### config.mk
export PLATFORM = sky130hd
export DESIGN_NAME = box_painter
export DESIGN_NICKNAME = d
export VERILOG_FILES = /design/src/rtl/box_painter.sv
export SDC_FILE = /design/constraint.sdc
export NUM_CORES = 1
export LEC_CHECK = 0
export CORE_MARGIN = 8
export CORE_UTILIZATION = 45
export CTS_CLUSTER_SIZE = 8
export DETAILED_ROUTE_END_ITERATION = 8
export PLACE_DENSITY = 0.78
export SLEW_MARGIN = 20
export SYNTH_ARGS = -nofsm -noshare
export SYNTH_HDL_FRONTEND = slang
export SYNTH_SLANG_ARGS = --single-unit
### constraint.sdc
create_clock -name clock -period 4.2 [get_ports clock]
set_clock_uncertainty 0.05 [all_clocks]
set_input_delay 0.84 -clock clock [delete_from_list [all_inputs] [get_ports clock]]
set_output_delay 0.84 -clock clock [all_outputs]
set_load 0.02 [all_outputs]
### src/rtl/box_painter.sv
// rtl/box_painter.sv - streams every pixel of NUM_BOX boxes, highlighting the box picked by direction
// Optional macro BOX_PAINTER_BORDER_EN: selected box gets a BORDER_COLOR perimeter around a HILITE_COLOR interior.
module box_painter #(
   parameter int                 NUM_BOX      = 4,
   parameter int                 BOX_W        = 4,
   parameter int                 BOX_H        = 4,
   parameter int                 X_W          = 8,
   parameter int                 Y_W          = 7,
   parameter int                 COLOR_W      = 3,
   parameter logic [COLOR_W-1:0] HILITE_COLOR = 3'b010,
   parameter logic [COLOR_W-1:0] IDLE_COLOR   = 3'b111,
   parameter logic [COLOR_W-1:0] BORDER_COLOR = 3'b100
) (
   input  logic                         clock,
   input  logic                         reset,
   input  logic                         start,
   input  logic [2:0]                   direction,
   input  logic [NUM_BOX*(X_W+Y_W)-1:0] box_coords,
   output logic                         busy,
   output logic                         done,
   output logic                         plot,
   output logic [X_W-1:0]               out_x,
   output logic [Y_W-1:0]               out_y,
   output logic [COLOR_W-1:0]           out_color
);
   localparam int CW   = X_W + Y_W;
   localparam int PX_W = (BOX_W > 1) ? $clog2(BOX_W) : 1;
   localparam int PY_W = (BOX_H > 1) ? $clog2(BOX_H) : 1;
   localparam int BI_W = (NUM_BOX > 1) ? $clog2(NUM_BOX) : 1;
`ifdef BOX_PAINTER_BORDER_EN
   localparam bit BORDER_EN = 1'b1;
`else
   localparam bit BORDER_EN = 1'b0;
`endif

   localparam logic [1:0] S_IDLE = 2'd0;
   localparam logic [1:0] S_DRAW = 2'd1;
   localparam logic [1:0] S_DONE = 2'd2;

   logic [1:0]            state;
   logic [2:0]            dir_q;
   logic [NUM_BOX*CW-1:0] coords_q;
   logic [PX_W-1:0]       px;
   logic [PY_W-1:0]       py;
   logic [BI_W-1:0]       bi;

   logic [CW-1:0]         origin;
   logic                  px_last;
   logic                  py_last;
   logic                  bi_last;
   logic                  on_edge;
   logic [X_W-1:0]        pix_x;
   logic [Y_W-1:0]        pix_y;
   logic [COLOR_W-1:0]    pix_color;

   // Pixel generation works only from latched copies, so inputs may change freely mid-repaint.
   always_comb begin
      origin  = coords_q[int'(bi)*CW +: CW];
      px_last = (px == PX_W'(BOX_W - 1));
      py_last = (py == PY_W'(BOX_H - 1));
      bi_last = (bi == BI_W'(NUM_BOX - 1));
      on_edge = (px == '0) || px_last || (py == '0) || py_last;
      pix_x   = origin[CW-1 -: X_W] + X_W'(px);
      pix_y   = origin[Y_W-1:0] + Y_W'(py);
      if (32'(bi) == 32'(dir_q)) begin
         pix_color = (BORDER_EN && on_edge) ? BORDER_COLOR : HILITE_COLOR;
      end else begin
         pix_color = IDLE_COLOR;
      end
   end

   always_ff @(posedge clock or posedge reset) begin
      if (reset) begin
         state     <= S_IDLE;
         dir_q     <= '0;
         coords_q  <= '0;
         px        <= '0;
         py        <= '0;
         bi        <= '0;
         busy      <= 1'b0;
         done      <= 1'b0;
         plot      <= 1'b0;
         out_x     <= '0;
         out_y     <= '0;
         out_color <= '0;
      end else begin
         case (state)
            S_IDLE: begin
               plot <= 1'b0;
               done <= 1'b0;
               busy <= 1'b0;
               if (start) begin
                  state    <= S_DRAW;
                  busy     <= 1'b1;
                  dir_q    <= direction;
                  coords_q <= box_coords;
                  px       <= '0;
                  py       <= '0;
                  bi       <= '0;
               end
            end
            S_DRAW: begin
               plot      <= 1'b1;
               out_x     <= pix_x;
               out_y     <= pix_y;
               out_color <= pix_color;
               if (px_last) begin
                  px <= '0;
                  if (py_last) begin
                     py <= '0;
                     bi <= bi_last ? '0 : bi + 1'b1;
                     if (bi_last) begin
                        state <= S_DONE;
                     end
                  end else begin
                     py <= py + 1'b1;
                  end
               end else begin
                  px <= px + 1'b1;
               end
            end
            S_DONE: begin
               plot  <= 1'b0;
               done  <= 1'b1;
               state <= S_IDLE;
            end
            default: begin
               state <= S_IDLE;
            end
         endcase
      end
   end
endmodule
==> results of run 1 <==
==> per-stage QoR <==
| step | setup slack (ns) | std cells |
|---|---|---|
| floorplan | 0.946 | 304 |
| global placement | 1.46 | 488 |
| detailed placement | 1.38 | 488 |
| CTS | 1.33 | 504 |
| global route | 1.18 | 504 |
| finish | 1.35 | 504 |
==> worst min-delay path by stage <==
| stage | to | from | slack, ns | cells past startpoint |
|---|---|---|---|---|
| global route | out_y[4]$_DFFE_PP0P_ | out_y[4]$_DFFE_PP0P_ | 0.46 | 2 |
| finish | out_y[0]$_DFFE_PP0P_ | out_y[0]$_DFFE_PP0P_ | 0.43 | 2 |
| floorplan | coords_q[21]$_DFFE_PP0P_ | coords_q[21]$_DFFE_PP0P_ | 0.42 | 1 |
| global placement | out_color[1]$_DFFE_PP0P_ | out_color[1]$_DFFE_PP0P_ | 0.40 | 1 |
| CTS | out_y[0]$_DFFE_PP0P_ | out_y[0]$_DFFE_PP0P_ | 0.43 | 2 |
| detailed placement | out_y[0]$_DFFE_PP0P_ | out_y[0]$_DFFE_PP0P_ | 0.42 | 2 |
==> worst max-delay path, cell delays in order, from the launching register on <==
cell and delay, ns:
dfrtp_1 0.89, mux4_2 0.34, ha_1 0.19, inv_1 0.07, fa_1 0.41, or2b_1 0.25, or3_1 0.38, a31oi_1 0.19
==> layout by cell type (no fill, tap or decap), types with 2 or more instances in the layout <==
master / Yosys / layout
buf_4: 2 / 3
nand3b_1: 3 / 3
clkinv_2: 0 / 2
clkdlybuf4s50_1: 0 / 86
ha_1: 7 / 7
a21oi_1: 2 / 2
fa_1: 2 / 2
a22o_1: 2 / 2
dfrtp_1: 91 / 91
nor3_1: 2 / 2
mux4_2: 9 / 9
o21ai_0: 17 / 17
nor2_1: 4 / 4
nand2_1: 22 / 22
nand4_1: 2 / 2
nand3_1: 6 / 6
mux2_2: 65 / 65
nand2b_1: 4 / 4
a21o_1: 3 / 3
xor2_1: 10 / 10
or3_1: 2 / 2
inv_1: 10 / 9
clkbuf_8: 0 / 12
mux4_1: 6 / 6
a31oi_1: 2 / 2
==> flip-flops by register name, indices dropped and copies added, names as in the netlist, 2 cells and up <==
signal	count
py	2
out_x	8
dir_q	3
out_color	2
out_y	7
px	2
bi	2
state	2
coords_q	60
==> per-layer routing <==
metal / vias to the layer above / wire [um] / share of wire
met5: - / 0 / 0
met4: 0 / 217 / 0.025
met3: 17 / 452 / 0.051
met2: 80 / 4230 / 0.48
met1: 1326 / 3960 / 0.45
li1: 1263 / - / -
==> logic make-up (layout without fill, tap and decap cells) <==
family | count (synthesis) | count (layout) | synth area share
multiplexers | 80 | 80 | 0.259
buffers and inverters | 27 | 116 | 0.0312
adder cells (fa/ha/maj) | 9 | 9 | 0.0303
AND/OR/NAND/NOR | 54 | 54 | 0.0689
flip-flops | 91 | 91 | 0.540
XOR/XNOR | 10 | 10 | 0.0208
AO/OA/AOI/OAI | 33 | 33 | 0.0493
==> power breakdown <==
part / total (mW) / internal [mW] / switching, mW
Combinational: 1.79 / 0.988 / 0.803
Clock: 0.566 / 0.264 / 0.302
Sequential: 1.61 / 1.32 / 0.290
==> cell type report <==
cell class / instances / area share
Inverter: 10 / 0.00724
Tap cell: 111 / 0.0259
Clock buffer: 13 / 0.0315
Clock inverter: 3 / 0.00397
Sequential cell: 91 / 0.425
Multi-Input combinational cell: 186 / 0.338
Timing Repair Buffer: 90 / 0.169
==> metrics, run 1 <==
startpoint types register; post-layout util 0.586; final hold vios 0; Die H between 100 and 150 um; RR Startpoint bi[1]$_DFFE_PP0P_; Tcrit/Tclk final 0.678; Multi-input gate area approximately 1800 um2; residual DRC count 0; LEAKAGE approximately 2.2 nW; Post-CTS Setup Bufs 0; Final min period 2.85 ns; kind of critical path reg -> reg; Max Slew Vio Count 0; largest area contributor in the netlist dfrtp_1; first-pass GRT wire length between 10000 and 15000 um; EDFF count, synth 0; register area share after synthesis 0.540; Data required, critical path 4.44 ns; CTS Buf Count 9; vias in the first global route ~3000; Max IR drop VDD between 0.2 and 0.3 mV; ys async rst share 1.00; initial drt markers ~110; GR Util met3 0.0314; routability cong. approximately 0.8; critical path capture point out_x[6]$_DFFE_PP0P_; WHS ~0.43 ns; source of the critical timing path bi[1]$_DFFE_PP0P_; Antenna Violating Nets Remaining 0; fill count 758; Syn Area/Cell approximately 14 um2; num rows 35; Detail Placement HPWL roughly 6600 um; Design Power a little under 4 mW; clock-pin slew on the worst setup and hold paths around 0.090 ns; post-synth cell types 40; CP arrival 3.08 ns; most frequent cell after synthesis dfrtp_1; Reg-to-Reg End out_x[6]$_DFFE_PP0P_; initial antenna violation count 0; flops & latches, synth 91; share of the synthesized area in the top cell type 0.540; CP max FO 22; TritonCTS clock tree built; root buf cell clkbuf_8; n_diodes 0; Slew @ Worst Pin between 0.9 and 1 ns; Synth Flop Type dfrtp_1; PD cells 740 nW/um2; Highest Clock Rate approximately 350 MHz; unrepaired setup endpoints after global routing false; Routed WL 8850 um; Crit. End Element register; grt ovf 0; I/O pin count 87; busiest layer in global routing met2; sequential cell area 2280 um2; design area between 5000 and 6000 um2; Clock Latency Late Sink roughly 0.36 ns; detailed-route vias per instance about 5.3; Setup TNS 0 ns; Mapped Area between 4000 and 5000 um2; max-cap viol count 0; Max clock buf depth 2; share of layout cells above drive strength 1 0.247; Synth area leaders dfrtp_1 54%, mux2_2 17%, mux4_2 4.8%; GRT met1 Usage 0.187; Tightest Hold Check Type reg -> reg; htree depth 3; Layout Nets around 460; CTS Sinks 91; status finished clean; DR pass1 iterations 5; Placed Area 5170 um2; Area Overhead vs Synth 27.2%; largest net degree at the start of global routing 64; Core ar. between 9000 and 10000 um2; total global-route track usage 0.147; Commonest cells post-synth 91 x dfrtp_1, 65 x mux2_2, 22 x nand2_1; Post-Syn Instances roughly 300; die area approximately 13000 um2; Post-CTS Hold Buffers 0; initial core utilization 0.460; routing usage on met2 0.230; synth warn 0; Post-Syn Nets ~380; DR WL/cell between 15 and 20 um; post_cts resized 0; normalized max-slew margin 0.368; port bufs 86; Worst Reg-to-Reg Cells 7; R2R Setup Slk around 1.4 ns; vias between 2000 and 3000; final-report setup violation count 0; die width between 100 and 150 um
(Power assumes the default switching activity.)
==> inputs of run 2 (changes only) <==
PLACE_DENSITY = 0.8   (was 0.78)
clock period = 2.34 ns   (was 4.2 ns; I/O delays follow)
==> run 2 against run 1 <==
  * Flip-flop and latch count is the same
  * Die area is the same
  * Routed wire length grew 4.8%
  * Sequential share of layout area shrank 1.2 points
  * Cell count grew 2.0%
  * Worst hold slack gained 0.0021 ns
  * Worst setup slack lost 1.3 ns
  * Largest power group unchanged
==> metrics, run 2 (same netlist as run 1, synthesis figures left out) <==
status finished clean; worst setup margin 0.0755 ns (-1.28 ns); Area Overhead vs Synth 30.8%; Tightest Hold Check Type reg -> reg; vias 2729 (+1.6%); Detail Placement HPWL 6950 um (+4.7%); end point of the worst hold path out_color[1]$_DFFE_PP0P_; Crit. End Element register; startpoint types register; unrepaired setup endpoints after global routing true; design area 5510 um2 (+2.9%); CTS Buf Count 9 (unchanged); CP arrival 2.51 ns (-0.57 ns); share of layout cells above drive strength 1 0.280 (+0.0336); largest net degree at the start of global routing 92 (+44%); RR Startpoint bi[0]$_DFFE_PP0P_; PD cells 1370 nW/um2 (+86%); DR pass1 iterations 4 (-1); biggest regs coords_q: 60 flops, out_x: 8 flops, out_y: 7 flops; port bufs 86 (unchanged); Antenna Violating Nets Remaining 0 (unchanged); Layout Nets 473 (+2.2%); die area 12700 um2 (unchanged); initial antenna violation count 0 (unchanged); CTS Sinks 91 (unchanged); grt ovf 0 (unchanged); root buf cell clkbuf_8; Core ar. 9150 um2 (unchanged); final hold vios 0 (unchanged); routing usage on met2 0.244 (+0.0136); Highest Clock Rate 442 MHz (+26%); Slew @ Worst Pin 0.515 ns (-0.434 ns); residual DRC count 0 (unchanged); Hold Path Stages 1 (-1); CP max FO 6 (-73%); final cell count without fillers 514 (+2.0%); Clock Latency Late Sink 0.36 ns (about the same); Placed Area 5250 um2 (+1.6%); LEAKAGE 2.29 nW (+2.9%); normalized max-slew margin 0.656 (+0.288); die width 113 um (unchanged); Largest Register coords_q; Data required, critical path 2.59 ns (-1.85 ns); initial core utilization 0.460 (unchanged); TritonCTS clock tree built; Worst Hold Launch out_color[1]$_DFFE_PP0P_; GR Util met3 0.0426 (+0.0112); Max clock buf depth 2 (unchanged); most common cell after layout, fill and taps aside dfrtp_1; WHS 0.430 ns (+0.00213 ns); detailed-route vias per instance 5.31 (-0.38%); final-report setup violation count 0 (unchanged); most frequent cells in the layout 90 x dfrtp_1, 86 x clkdlybuf4s50_1, 65 x mux2_2; first-pass GRT wire length 15200 um (+2.0%); num rows 35 (unchanged); Tcrit/Tclk final 0.968 (+0.290); placed cells 495 (+1.4%); Max IR drop VDD 0.546 mV (+90%); GRT met1 Usage 0.188 (+0.00137); initial drt markers 165 (+46%); R2R Setup Slk 0.08 ns (-1.28 ns); clock-pin slew on the worst setup and hold paths 0.09 ns (about the same); max-cap viol count 0 (unchanged); Worst Reg-to-Reg Cells 7 (unchanged); vias in the first global route 3077 (+1.1%); n_diodes 0 (unchanged); kind of critical path reg -> reg; Final min period 2.26 ns (-0.582 ns); max FFs per register 60 (unchanged); routability cong. 0.826 (+4.0%); Routed WL 9280 um (+4.8%); I/O pin count 87 (unchanged); Design Power 7.57 mW (+91%); Reg-to-Reg End out_x[7]$_DFFE_PP0P_; Placement Setup Slack 0.0261 ns (-1.36 ns); Die H 113 um (unchanged); htree depth 3 (unchanged); total global-route track usage 0.152 (+0.00451); Max Slew Vio Count 0 (unchanged); DR WL/cell 18.1 um (+2.8%); busiest layer in global routing met2
[run 2: cell types whose count changed in the layout (fill, tap and decap cells not counted), moves of 2 or more]
cell,before,now
buf_4,3,12
bufinv_16,0,2
clkinv_2,2,0
clkinvlp_4,1,3
fa_1,2,0
fa_2,0,2
[run 2: stage by stage]
step / utilization / TNS, ns
2_1_floorplan: - / -0.0630
3_3_place_gp: 0.574 / 0
3_5_place_dp: 0.574 / 0
4_1_cts: 0.600 / 0
5_1_grt: 0.602 / -0.0400
6_report: 0.602 / 0
[run 2: area by class of cell]
| cell class | instances | area (um2) |
|---|---|---|
| Clock buffer | 11 | 151 |
| Clock inverter | 5 | 83.8 |
| Fill cell | 710 | 3640 |
| Inverter | 10 | 41.3 |
| Multi-Input combinational cell | 186 | 1830 |
| Sequential cell | 91 | 2280 |
| Tap cell | 111 | 139 |
| Timing Repair Buffer | 100 | 991 |
[run 2: worst max-delay path by stage]
stage	end	slack [ns]	depth (start not counted)	startpoint
2_1_floorplan	out_x[6]$_DFFE_PP0P_	-0.06	9	bi[0]$_DFFE_PP0P_
3_3_place_gp	out_x[6]$_DFFE_PP0P_	0.10	7	bi[0]$_DFFE_PP0P_
3_5_place_dp	out_x[6]$_DFFE_PP0P_	0.03	7	bi[0]$_DFFE_PP0P_
4_1_cts	out_x[6]$_DFFE_PP0P_	0.04	7	bi[0]$_DFFE_PP0P_
5_1_grt	out_x[7]$_DFFE_PP0P_	-0.03	7	bi[0]$_DFFE_PP0P_
6_report	out_x[7]$_DFFE_PP0P_	0.08	7	bi[0]$_DFFE_PP0P_
[run 2: worst max-delay path: stages, from the launching register on]
cell and delay (ns):
dfrtp_2 0.45, buf_4 0.14, mux4_2 0.50, ha_1 0.31
a21o_1 0.14, o211ai_1 0.11, a2111o_1 0.43, nand3_1 0.07
[run 2: timing repair]
action                                  CTS  global route
endpoints found under the setup margin    1             1
gates resized for setup                   1             1
gates cloned                              0             0
hold buffers                              0             0
buffers inserted                          0             3
pin swaps                                 0             4
endpoints found under the hold margin     0             0
[run 2: where the power goes]
| group | leakage [nW] | switching [mW] | internal, mW |
|---|---|---|---|
| sequential | 1.07 | 0.500 | 2.37 |
| clock | 0.112 | 0.558 | 0.663 |
| combinational | 1.10 | 1.56 | 1.92 |
| total | 2.29 | 2.62 | 4.95 |
[run 2: layer usage]
metal | vias to the layer above | share of wire
met4 | 0 | 0.018
met5 | - | 0
met2 | 72 | 0.49
met3 | 12 | 0.050
met1 | 1362 | 0.45
li1 | 1283 | -
==> RTL change 1: new RTL, flow settings as in run 1 <==
Register the output `plot` once more, cleared by the reset; this adds one clock of latency there. The other outputs are not delayed to match.
--- a/src/rtl/box_painter.sv
+++ b/src/rtl/box_painter.sv
@@ -36,6 +36,8 @@
    localparam logic [1:0] S_IDLE = 2'd0;
    localparam logic [1:0] S_DRAW = 2'd1;
    localparam logic [1:0] S_DONE = 2'd2;
+
+   logic plot_s0;
 
    logic [1:0]            state;
    logic [2:0]            dir_q;
@@ -79,14 +81,14 @@
          bi        <= '0;
          busy      <= 1'b0;
          done      <= 1'b0;
-         plot      <= 1'b0;
+         plot_s0   <= 1'b0;
          out_x     <= '0;
          out_y     <= '0;
          out_color <= '0;
       end else begin
          case (state)
             S_IDLE: begin
-               plot <= 1'b0;
+               plot_s0 <= 1'b0;
                done <= 1'b0;
                busy <= 1'b0;
                if (start) begin
@@ -100,7 +102,7 @@
                end
             end
             S_DRAW: begin
-               plot      <= 1'b1;
+               plot_s0   <= 1'b1;
                out_x     <= pix_x;
                out_y     <= pix_y;
                out_color <= pix_color;
@@ -120,7 +122,7 @@
                end
             end
             S_DONE: begin
-               plot  <= 1'b0;
+               plot_s0 <= 1'b0;
                done  <= 1'b1;
                state <= S_IDLE;
             end
@@ -130,4 +132,12 @@
          endcase
       end
    end
+   always_ff @(posedge clock or posedge reset) begin
+      if (reset) begin
+         plot <= '0;
+      end else begin
+         plot <= plot_s0;
+      end
+   end
+
 endmodule
Function: changed (Yosys sat finds a counterexample within 4 cycles, from zero or initial values and one cycle with reset high).
==> RTL change 1 against run 1 <==
- synthesized cell count grew 0.33%
- setup slack gained 0.15 ns
- synthesized area grew 0.59%
- cell count grew 0.60%
- power grew 3.4%
- sequential cell count grew 1
- routed wire length grew 0.96%
- hold slack lost 0.092 ns
- design area grew 1.4%
- critical path type unchanged
- largest power group unchanged
- highest routed layer unchanged
==> RTL change 1: results (changes against run 1) <==
Top delay family on crit path: adder cells
CTS HTree Levels: 3 (unchanged)
CTS Buffer Depth: 2 (unchanged)
routed wire length: 8.94 mm (+0.96%)
Post-synth ARST share: 100% (unchanged)
met2 WL: 4.23 mm (+0.19%)
final HPWL from detailed placement: 6.65 mm (about the same)
hold depth: 0 (-2)
Root Buffer: clkbuf_8
fraction of layout cells with a size suffix above 1: 25.0% (+0.32 points)
drt first pass iters: 4 (-1)
Slowest cell on crit path: dfrtp_1
Post-Synth Adder-Cell Area: 3.01% (-0.018 points)
compound-gate portion of the synthesized area: 4.90% (-0.029 points)
Max Fclk: 370 MHz (+5.5%)
Hold Path Sink: plot$_DFF_PP0_
Reg clk slew, reported paths: 0.09 ns (about the same)
Reg2Reg Depth: 8 (+1)
DR iter-0 viols: 104 (-8.0%)
Antenna Cells: 0 (unchanged)
gr usage total: 14.5% (-0.29 points)
biggest regs: coords_q: 60 flops, out_x: 8 flops, out_y: 7 flops
synth cell count leaders: 92 x dfrtp_1, 65 x mux2_2, 22 x nand2_1
DR top layer: met4
grt met1 use: 19.2% (+0.50 points)
CP startpoint: bi[1]$_DFFE_PP0P_
Ys Warns: 0 (unchanged)
largest net degree at the start of global routing: 75 (+17%)
Lkg Pwr: 2.26 nW (+1.7%)
Post-Synth XOR/XNOR Area: 2.07% (-0.012 points)
vias after detailed routing: 2,744 (+2.2%)
Synth Net Count: 380 (+0.26%)
Netlist cell types: 40 (unchanged)
Critical R2R Capture: out_x[6]$_DFFE_PP0P_
Num CTS Buffers: 9 (unchanged)
first-pass GRT wire length: 14.8 mm (-0.56%)
met2 Use GR: 22.5% (-0.49 points)
peak supply drop: 0.333 mV (+16%)
number of I/O port buffers: 86 (unchanged)
wire length on met3: 388 um (-14%)
vias in the first global route: 2,968 (-2.5%)
Worst-Margin Slew: 1.01 ns (+0.0653 ns)
Layout Nets: 466 (+0.65%)
CP peak stage delay: 0.58 ns (-0.31 ns)
latest clock arrival within the worst-skew pair: 0.35 ns
mux share of post-synthesis cell area: 25.8% (-0.15 points)
CP max FO: 15 (-32%)
Synth area leaders: dfrtp_1 54%, mux2_2 17%, mux4_2 4.8%
gp weighted congestion: 0.769 (-3.2%)
min-delay src: plot_s0$_DFFE_PP0P_
met1 WL: 4.17 mm (+5.5%)
outcome: completed
Worst setup EP type: register
Seq/Total Area, Yosys: 54.3% (+0.27 points)
M3 GR Usage: 3.09% (-0.053 points)
critical path arrival: 2.92 ns (-0.16 ns)
setup repair bufs after CTS: 0 (unchanged)
R2R Setup Slk: 1.50 ns (+0.15 ns)
Slew Limit Fails: 0 (unchanged)
Hold WC Path Type: register to register
-- RTL change 1: area by class of cell --
class | instances | area [um2]
clock buffers | 13 | 169
clock inverters | 3 | 67.6
fillers | 756 | 3760
inverters | 10 | 40.0
multi-input cells | 186 | 1810
flip-flops and latches | 92 | 2300
well taps | 111 | 139
repair buffers | 92 | 906
-- RTL change 1: where the power goes --
part	leakage, nW	internal [mW]	total [mW]	switching (mW)
Sequential	1.08	1.33	1.63	0.293
Combinational	1.06	0.986	1.80	0.813
Clock	0.116	0.385	0.678	0.293
-- RTL change 1: metrics by stage --
stage | hold WS (ns) | std cells | total power, mW | cell area (um2)
final | 0.336 | 507 | 4.10 | 5430
after floorplan | 0.304 | 305 | 2.89 | 4240
after global placement | 0.307 | 491 | 3.37 | 5200
after global routing | 0.346 | 507 | 4.37 | 5430
after detailed placement | 0.319 | 491 | 3.46 | 5200
after CTS | 0.339 | 507 | 4.14 | 5430
==> RTL change 2: new RTL, settings of run 1 <==
Without the edit above. The option `BOX_PAINTER_BORDER_EN` is turned on by a define.
--- a/src/rtl/box_painter.sv
+++ b/src/rtl/box_painter.sv
@@ -1,5 +1,7 @@
 // rtl/box_painter.sv - streams every pixel of NUM_BOX boxes, highlighting the box picked by direction
 // Optional macro BOX_PAINTER_BORDER_EN: selected box gets a BORDER_COLOR perimeter around a HILITE_COLOR interior.
+`define BOX_PAINTER_BORDER_EN
+
 module box_painter #(
    parameter int                 NUM_BOX      = 4,
    parameter int                 BOX_W        = 4,
Behaviour: not the same (Yosys sat finds a counterexample within 4 cycles, from zero or initial values and one cycle with reset high).
==> RTL change 2 against run 1 <==
- routed wire length increased by 10%
- power fell by 0.16%
- largest cell class unchanged
- design area increased by 1.2%
- synthesized area increased by 0.68%
- clock power rose by 27%
- critical endpoint is now out_x[4]$_DFFE_PP0P_
- largest power group unchanged
- setup slack worse by 0.058 ns
- sequential cell count rose by 1
==> RTL change 2: results (changes against run 1) <==
Multi-input gate area: 1810 um2 (-0.21%)
first-pass GRT wire length: 16.6 mm (+11%)
routed wire length: 9.74 mm (+10%)
CP peak stage delay: 0.84 ns (-0.05 ns)
Hold Slack: 0.426 ns (-0.00189 ns)
Hold Path Sink: coords_q[56]$_DFFE_PP0P_
#MultiIn Comb: 316 (+70%)
Post-Synth Adder-Cell Area: 3.30% (+0.27 points)
area grow syn2layout: 27.8%
Critical R2R Capture: out_x[4]$_DFFE_PP0P_
Synth Net Count: 517 (+36%)
placed insts: 618 (+27%)
FILL cells: 769 (+1.5%)
met2 Use GR: 25.5% (+2.5 points)
grt met1 use: 21.5% (+2.8 points)
Mapped Avg Cell Area: 9.62 um2 (-31%)
M3 GR Usage: 4.42% (+1.3 points)
Layout Nets: 594 (+28%)
CP max FO: 15 (-32%)
fraction of layout cells with a size suffix above 1: 7.27% (-17 points)
gp weighted congestion: 0.819 (+3.2%)
met1 WL: 4.51 mm (+14%)
gr usage total: 15.9% (+1.2 points)
Cells after Synth: 441 (+45%)
Post-Synth XOR/XNOR Area: 2.06% (-0.014 points)
clock-cell share of area: 4.59% (+1.0 points)
outcome: completed
clock share of power: 18.2% (+3.9 points)
Reg area: 2300 um2 (+1.1%)
min-delay src: coords_q[56]$_DFFE_PP0P_
-- RTL change 2: critical path: cells and delay by family, from the launching register on --
kind / cells / cell delay (ns)
XOR/XNOR: 1 / 0.17
AND/OR/NAND/NOR: 1 / 0.14
AO/OA/AOI/OAI: 1 / 0.09
buffers and inverters: 1 / 0.30
flip-flops: 1 / 0.84
multiplexers: 1 / 0.53
adder cells (fa/ha/maj): 2 / 0.62
-- RTL change 2: worst max path at each step --
stage / end / slack (ns) / cells past startpoint
after global placement: out_x[4]$_DFFE_PP0P_ / 1.36 / 7
after CTS: out_x[4]$_DFFE_PP0P_ / 1.25 / 7
after global routing: out_x[4]$_DFFE_PP0P_ / 1.07 / 7
final: out_x[4]$_DFFE_PP0P_ / 1.30 / 7
after floorplan: bi[0]$_DFFE_PP0P_ / 0.92 / 1
after detailed placement: out_x[4]$_DFFE_PP0P_ / 1.28 / 7
